--- src/rtl/param_counter_register_if.sv ---
// Command/data bundle between a datapath controller and one counter/register.
// Latency: none; pure signal grouping.
// Backpressure: none; commands are sampled on every edge by the register.
interface param_counter_register_if #(
  parameter int WIDTH     = 12,
  parameter int BUS_WIDTH = 16
);
  logic                 load;
  logic                 inc;
  logic                 dec;
  logic                 clr;
  logic [BUS_WIDTH-1:0] indata;
  logic [WIDTH-1:0]     outdata;
  logic                 carry;
  logic                 zero;
  logic                 cmd_error;

  // Controller side: issues commands and bus data, observes register state.
  modport master (
    output load, inc, dec, clr, indata,
    input  outdata, carry, zero, cmd_error
  );

  // Register side: consumes commands, presents contents and flags.
  modport slave (
    input  load, inc, dec, clr, indata,
    output outdata, carry, zero, cmd_error
  );
endinterface

--- src/rtl/param_counter_register.sv ---
// Load/clear/inc/dec register with wrap or saturate, carry pulse, zero and sticky conflict flags.
// Latency: 1 clock from command to new contents; zero flag is combinational from contents.
// Backpressure: none; every command is accepted on the edge it is presented.
module param_counter_register #(
  parameter int               WIDTH       = 12,
  parameter int               BUS_WIDTH   = 16,
  parameter bit               SATURATE    = 1'b0,
  parameter logic [WIDTH-1:0] RESET_VALUE = '0
) (
  input logic                     clk,
  input logic                     reset,
  param_counter_register_if.slave bus
);

  localparam logic [WIDTH-1:0] ALL_ONES = {WIDTH{1'b1}};
  localparam logic [WIDTH-1:0] ONE      = WIDTH'(1);

  logic [WIDTH-1:0] r_value;
  logic             r_carry;
  logic             r_cmd_error;

  logic             w_inc_eff;
  logic             w_dec_eff;
  logic             w_at_max;
  logic             w_at_zero;
  logic             w_overflow;
  logic [2:0]       w_cmd_cnt;
  logic             w_multi_cmd;
  logic [WIDTH-1:0] w_load_val;
  logic [WIDTH-1:0] w_next;

  // clr and load both override counting; inc together with dec cancels out.
  assign w_inc_eff  = bus.inc & ~bus.dec & ~bus.clr & ~bus.load;
  assign w_dec_eff  = bus.dec & ~bus.inc & ~bus.clr & ~bus.load;
  assign w_at_max   = (r_value == ALL_ONES);
  assign w_at_zero  = (r_value == '0);
  // Boundary hit by an effective step; reported in both wrap and saturate modes.
  assign w_overflow = (w_inc_eff & w_at_max) | (w_dec_eff & w_at_zero);

  assign w_cmd_cnt   = 3'(bus.load) + 3'(bus.inc) + 3'(bus.dec) + 3'(bus.clr);
  assign w_multi_cmd = (w_cmd_cnt >= 3'd2);

  // Upper bus bits never reach the register.
  assign w_load_val = bus.indata[WIDTH-1:0];

  // Next-value selection in priority order clr > load > inc/dec.
  always_comb begin
    w_next = r_value;
    if (bus.clr) begin
      w_next = '0;
    end else if (bus.load) begin
      w_next = w_load_val;
    end else if (w_inc_eff) begin
      if (SATURATE && w_at_max) w_next = r_value;
      else                      w_next = r_value + ONE;
    end else if (w_dec_eff) begin
      if (SATURATE && w_at_zero) w_next = r_value;
      else                       w_next = r_value - ONE;
    end
  end

  // Register contents; reset forces the configured start value immediately.
  always_ff @(posedge clk or posedge reset) begin
    if (reset) r_value <= RESET_VALUE;
    else       r_value <= w_next;
  end

  // Carry is a one-cycle pulse, re-evaluated every edge so back-to-back hits stay high.
  always_ff @(posedge clk or posedge reset) begin
    if (reset) r_carry <= 1'b0;
    else       r_carry <= w_overflow;
  end

  // Command-conflict flag latches until the next reset.
  always_ff @(posedge clk or posedge reset) begin
    if (reset)            r_cmd_error <= 1'b0;
    else if (w_multi_cmd) r_cmd_error <= 1'b1;
  end

  assign bus.outdata   = r_value;
  assign bus.carry     = r_carry;
  assign bus.zero      = (r_value == '0);
  assign bus.cmd_error = r_cmd_error;

endmodule
--- src/flat_wrapper.sv ---
// flat-port wrapper written by rule: the top's interface ports become plain ports
module param_counter_register_flat 
#(
  parameter int               WIDTH       = 12,
  parameter int               BUS_WIDTH   = 16,
  parameter bit               SATURATE    = 1'b0,
  parameter logic [WIDTH-1:0] RESET_VALUE = '0
)
  (clk, reset, bus_load, bus_inc, bus_dec, bus_clr, bus_indata, bus_outdata, bus_carry, bus_zero, bus_cmd_error);
  param_counter_register_if #(.WIDTH(WIDTH), .BUS_WIDTH(BUS_WIDTH)) bus_i ();
  input logic clk;
  input logic reset;
  input wire logic [$bits(bus_i.load)-1:0] bus_load;
  input wire logic [$bits(bus_i.inc)-1:0] bus_inc;
  input wire logic [$bits(bus_i.dec)-1:0] bus_dec;
  input wire logic [$bits(bus_i.clr)-1:0] bus_clr;
  input wire logic [$bits(bus_i.indata)-1:0] bus_indata;
  output wire logic [$bits(bus_i.outdata)-1:0] bus_outdata;
  output wire logic [$bits(bus_i.carry)-1:0] bus_carry;
  output wire logic [$bits(bus_i.zero)-1:0] bus_zero;
  output wire logic [$bits(bus_i.cmd_error)-1:0] bus_cmd_error;
  assign bus_i.load = bus_load;
  assign bus_i.inc = bus_inc;
  assign bus_i.dec = bus_dec;
  assign bus_i.clr = bus_clr;
  assign bus_i.indata = bus_indata;
  assign bus_outdata = bus_i.outdata;
  assign bus_carry = bus_i.carry;
  assign bus_zero = bus_i.zero;
  assign bus_cmd_error = bus_i.cmd_error;
  param_counter_register #(.WIDTH(WIDTH), .BUS_WIDTH(BUS_WIDTH), .SATURATE(SATURATE), .RESET_VALUE(RESET_VALUE)) u_core (.clk(clk), .reset(reset), .bus(bus_i));
endmodule
--- config.mk ---
export PLATFORM = sky130hd
export DESIGN_NAME = param_counter_register_flat
export DESIGN_NICKNAME = d
export VERILOG_FILES = /design/src/rtl/param_counter_register_if.sv /design/src/rtl/param_counter_register.sv /design/src/flat_wrapper.sv
export SDC_FILE = /design/constraint.sdc
export NUM_CORES = 1
export LEC_CHECK = 0
export ABC_AREA = 1
export CORE_ASPECT_RATIO = 2
export CORE_MARGIN = 5
export CORE_UTILIZATION = 50
export CTS_BUF_LIST = sky130_fd_sc_hd__clkbuf_8
export DETAILED_ROUTE_END_ITERATION = 16
export GPL_TIMING_DRIVEN = 0
export HOLD_SLACK_MARGIN = 0.05
export PLACE_DENSITY = 0.91
export SYNTH_ARGS = -nofsm -noshare
export SYNTH_HDL_FRONTEND = slang
export SYNTH_SLANG_ARGS = --single-unit
--- constraint.sdc ---
create_clock -name clk -period 3.9 [get_ports clk]
set_clock_uncertainty 0.15 [all_clocks]
set_input_delay 0.585 -clock clk [delete_from_list [all_inputs] [get_ports clk]]
set_output_delay 0.585 -clock clk [all_outputs]
set_load 0.005 [all_outputs]
==> summary.txt <==
Layout
  – Final Cell Area: 0.00183 mm2
  – # diodes: 0
  – Area Growth Syn to Fin: 27.8%
  – Final std cells w/o fill: 285
  – Share of cells above drive strength 1: 4.69%
  – Nets@finish: 294
  – Util after Layout: 66.1%

Timing
  – Worst-margin pin slew: 570 ps
  – Final hold slack: 333 ps
  – Final Max Slew Viols: 0
  – RSZ-0062 raised after global routing: false
  – Relative slew slack: 61.9%
  – Final WS setup: 1010 ps
  – Final setup violation count: 0
  – Fin Setup TNS: 0 ps
  – Final period util: 74.1%
  – Period minus WS final: 2890 ps
  – Final hold viol count: 0
  – FMAX: 346 MHz

Yosys
  – Cell Area, Synth: 0.00143 mm2
  – Synth area leader: dfrtp_1
  – Net count after synthesis: 257
  – EDFF count, synth: 0
  – Mapped Cells: 221
  – Compound-Gate Fraction of Synth Area: 7.34%
  – Most common flop cell mapped by yosys: dfrtp_1
  – Synth warn: 0
  – Sequential share of the synthesized area: 24.5%
  – Post-Synth XOR/XNOR Area: 3.06%
  – Post-synthesis mux area share: 0%
  – Asr flop ratio synth: 100%
  – Synth top area cells: dfrtp_1 (24%), nand2_1 (20%), ha_1 (11%)
  – Distinct cells, synth: 29
  – Avg Cell Area, Syn: 6.48 um2
  – Post-Synth Adder-Cell Area: 12.8%
  – Post-synth top area share: 24.5%
  – Main combinational cell family by area after synthesis: simple AND/OR/NAND/NOR gates
  – Seq cells post-synth: 14
  – Post-Synth Simple-Gate Area: 43.4%

Drt
  – Final wirelength: 4.10 mm
  – First-pass DRT Iterations: 4
  – Vias: 1,565
  – Routed len/inst: 14.4 um
  – DR vias/cell: 5.49
  – DRC viols: 0
  – Initial detailed-routing violation count: 38
  – Antenna-violating nets left: 0

Worst setup path
  – CP Data Arrival Time: 2880 ps
  – Crit-path max FO: 15
  – CP Launch Type: input pin
  – Worst setup path category: input pin to flop
  – CP required: 3890 ps
  – Crit. End Element: flop

Global routing
  – Vias in the first global route: 1,653
  – First-pass GRT wire length: 7.29 mm
  – Largest net degree at the start of global routing: 16
  – Initial antenna violation count: 0
  – Total GRT Usage: 24.1%
  – Total grt overflow: 0

Clock tree
  – TritonCTS Sinks: 14
  – CTS Buffer Depth: 2
  – Hold Buf Count CTS: 0
  – Clk root buf: clkbuf_8
  – CTS tree: built
  – Post-CTS sizing: 0
  – Worst skew pair latency: 250 ps
  – Clk pin slew, worst setup/hold paths: 60 ps
  – Post-CTS Setup Bufs: 0
  – H-Tree Depth: 1
  – CTS Buf Count: 3

Floorplan
  – Die Width: 47.9 um
  – Die Y: 85.7 um
  – Core area: 0.00277 mm2
  – Num rows: 27
  – Die area: 0.00410 mm2
  – I/O pin count: 37
  – Initial Util: 51.7%

Power and ir drop
  – LEAKAGE: 0.964 nW
  – Overall power: 0.684 mW
  – Power density over cell area: 373 mW/mm2
  – Peak VDD IR: 0.268 mV

Place
  – Place WS: 819 ps
  – HPWL Detailed: 3.30 mm
  – Placed Instances: 282
  – I/O Buffers: 32
  – Placed cell area: 0.00179 mm2
  – GPL Wtd Cong: 0.879

Hold path
  – Hold Crit Class: flop to flop

Status
  – Outcome: finished clean

Run
  – Max-capacitance violation count: 0
==> critical path: stages <==
cell and delay, ps:
clkdlybuf4s50_1 580, nor2_4 240, nand2_4 170, ha_1 410, nand3_1 130, nand3_1 180, nand2_1 110, nand2_1 80
xnor2_1 190, nand2_1 80, nand2_1 70, nand2_1 40
==> cells in the mapped netlist (3+ instances only) <==
library cell / n
ha_1: 13
a21oi_1: 4
nand2_1: 75
nor2_1: 32
dfrtp_1: 14
xor2_1: 3
nand4_1: 8
nand3_1: 18
inv_1: 28
o21ai_0: 3
==> metal layers <==
metal  part of all wire [%]  vias up  track usage, %
met1                     37      711            26.3
met5                      0        -               0
met4                    3.8        0            11.0
li1                       -      787               -
met2                     55       49            42.0
met3                    4.2       18            3.78
==> cell usage in the layout (no fill, tap or decap) <==
cell type | Yosys | layout
nand3_4 | 1 | 1
o31ai_2 | 1 | 1
buf_2 | 1 | 1
nand3_1 | 18 | 18
clkinv_1 | 1 | 1
nor4_1 | 2 | 2
xor2_1 | 3 | 3
o22ai_1 | 1 | 1
fa_1 | 1 | 1
xnor2_1 | 2 | 2
o211ai_1 | 1 | 1
clkdlybuf4s50_1 | 0 | 32
dfrtp_1 | 14 | 14
a31o_2 | 1 | 1
nor2_4 | 1 | 1
nand2_1 | 75 | 75
clkbuf_1 | 1 | 1
a21oi_1 | 4 | 4
inv_1 | 28 | 28
ha_1 | 13 | 13
o32ai_2 | 1 | 1
and3_1 | 1 | 1
clkbuf_8 | 0 | 3
buf_6 | 1 | 1
nand2_4 | 2 | 2
nor3_1 | 2 | 2
nor2_1 | 32 | 32
o21ai_0 | 3 | 3
a2111o_1 | 1 | 1
a21o_1 | 1 | 1
nand4_1 | 8 | 8
==> worst paths after layout <==
check                      cells after the start                  start                     to  slack, ps
max                                           12               bus_load  u_core.bus.outdata[7]       1010
min                                            1   u_core.bus.cmd_error   u_core.bus.cmd_error        330
max reg2reg                                    9  u_core.bus.outdata[2]  u_core.bus.outdata[7]       1930
min reg2reg                                    1   u_core.bus.cmd_error   u_core.bus.cmd_error        330
max in group asynchronous                      2                  reset  u_core.bus.outdata[0]       2690
min in group asynchronous                      2                  reset  u_core.bus.outdata[9]        540
==> report_power, final <==
group | switching [mW] | leakage (nW) | internal (mW)
registers | 0.0350 | 0.176 | 0.164
logic | 0.203 | 0.766 | 0.161
clock network | 0.0529 | 0.0216 | 0.0685
==> sequential cells by signal, summed over array words and instances, names as in the netlist <==
register              cells
u_core.bus.cmd_error      1
u_core.bus.carry          1
u_core.bus.outdata       12
==> cell families (layout without fill, tap and decap cells) <==
| logic type | after synthesis | count (layout) |
|---|---|---|
| simple gates | 142 | 142 |
| compound gates | 14 | 14 |
| buf+inv | 32 | 67 |
| flops | 14 | 14 |
| fa+ha+maj | 14 | 14 |
| xor+xnor | 5 | 5 |
==> final cells by class <==
cell class / instances / area [um2]
Multi-Input combinational cell: 175 / 953
Inverter: 29 / 109
Timing Repair Buffer: 32 / 320
Sequential cell: 14 / 350
Fill cell: 253 / 940
Clock buffer: 3 / 41.3
Buffer: 3 / 20.0
Tap cell: 29 / 36.3
Power figures use the tool's default switching activity.
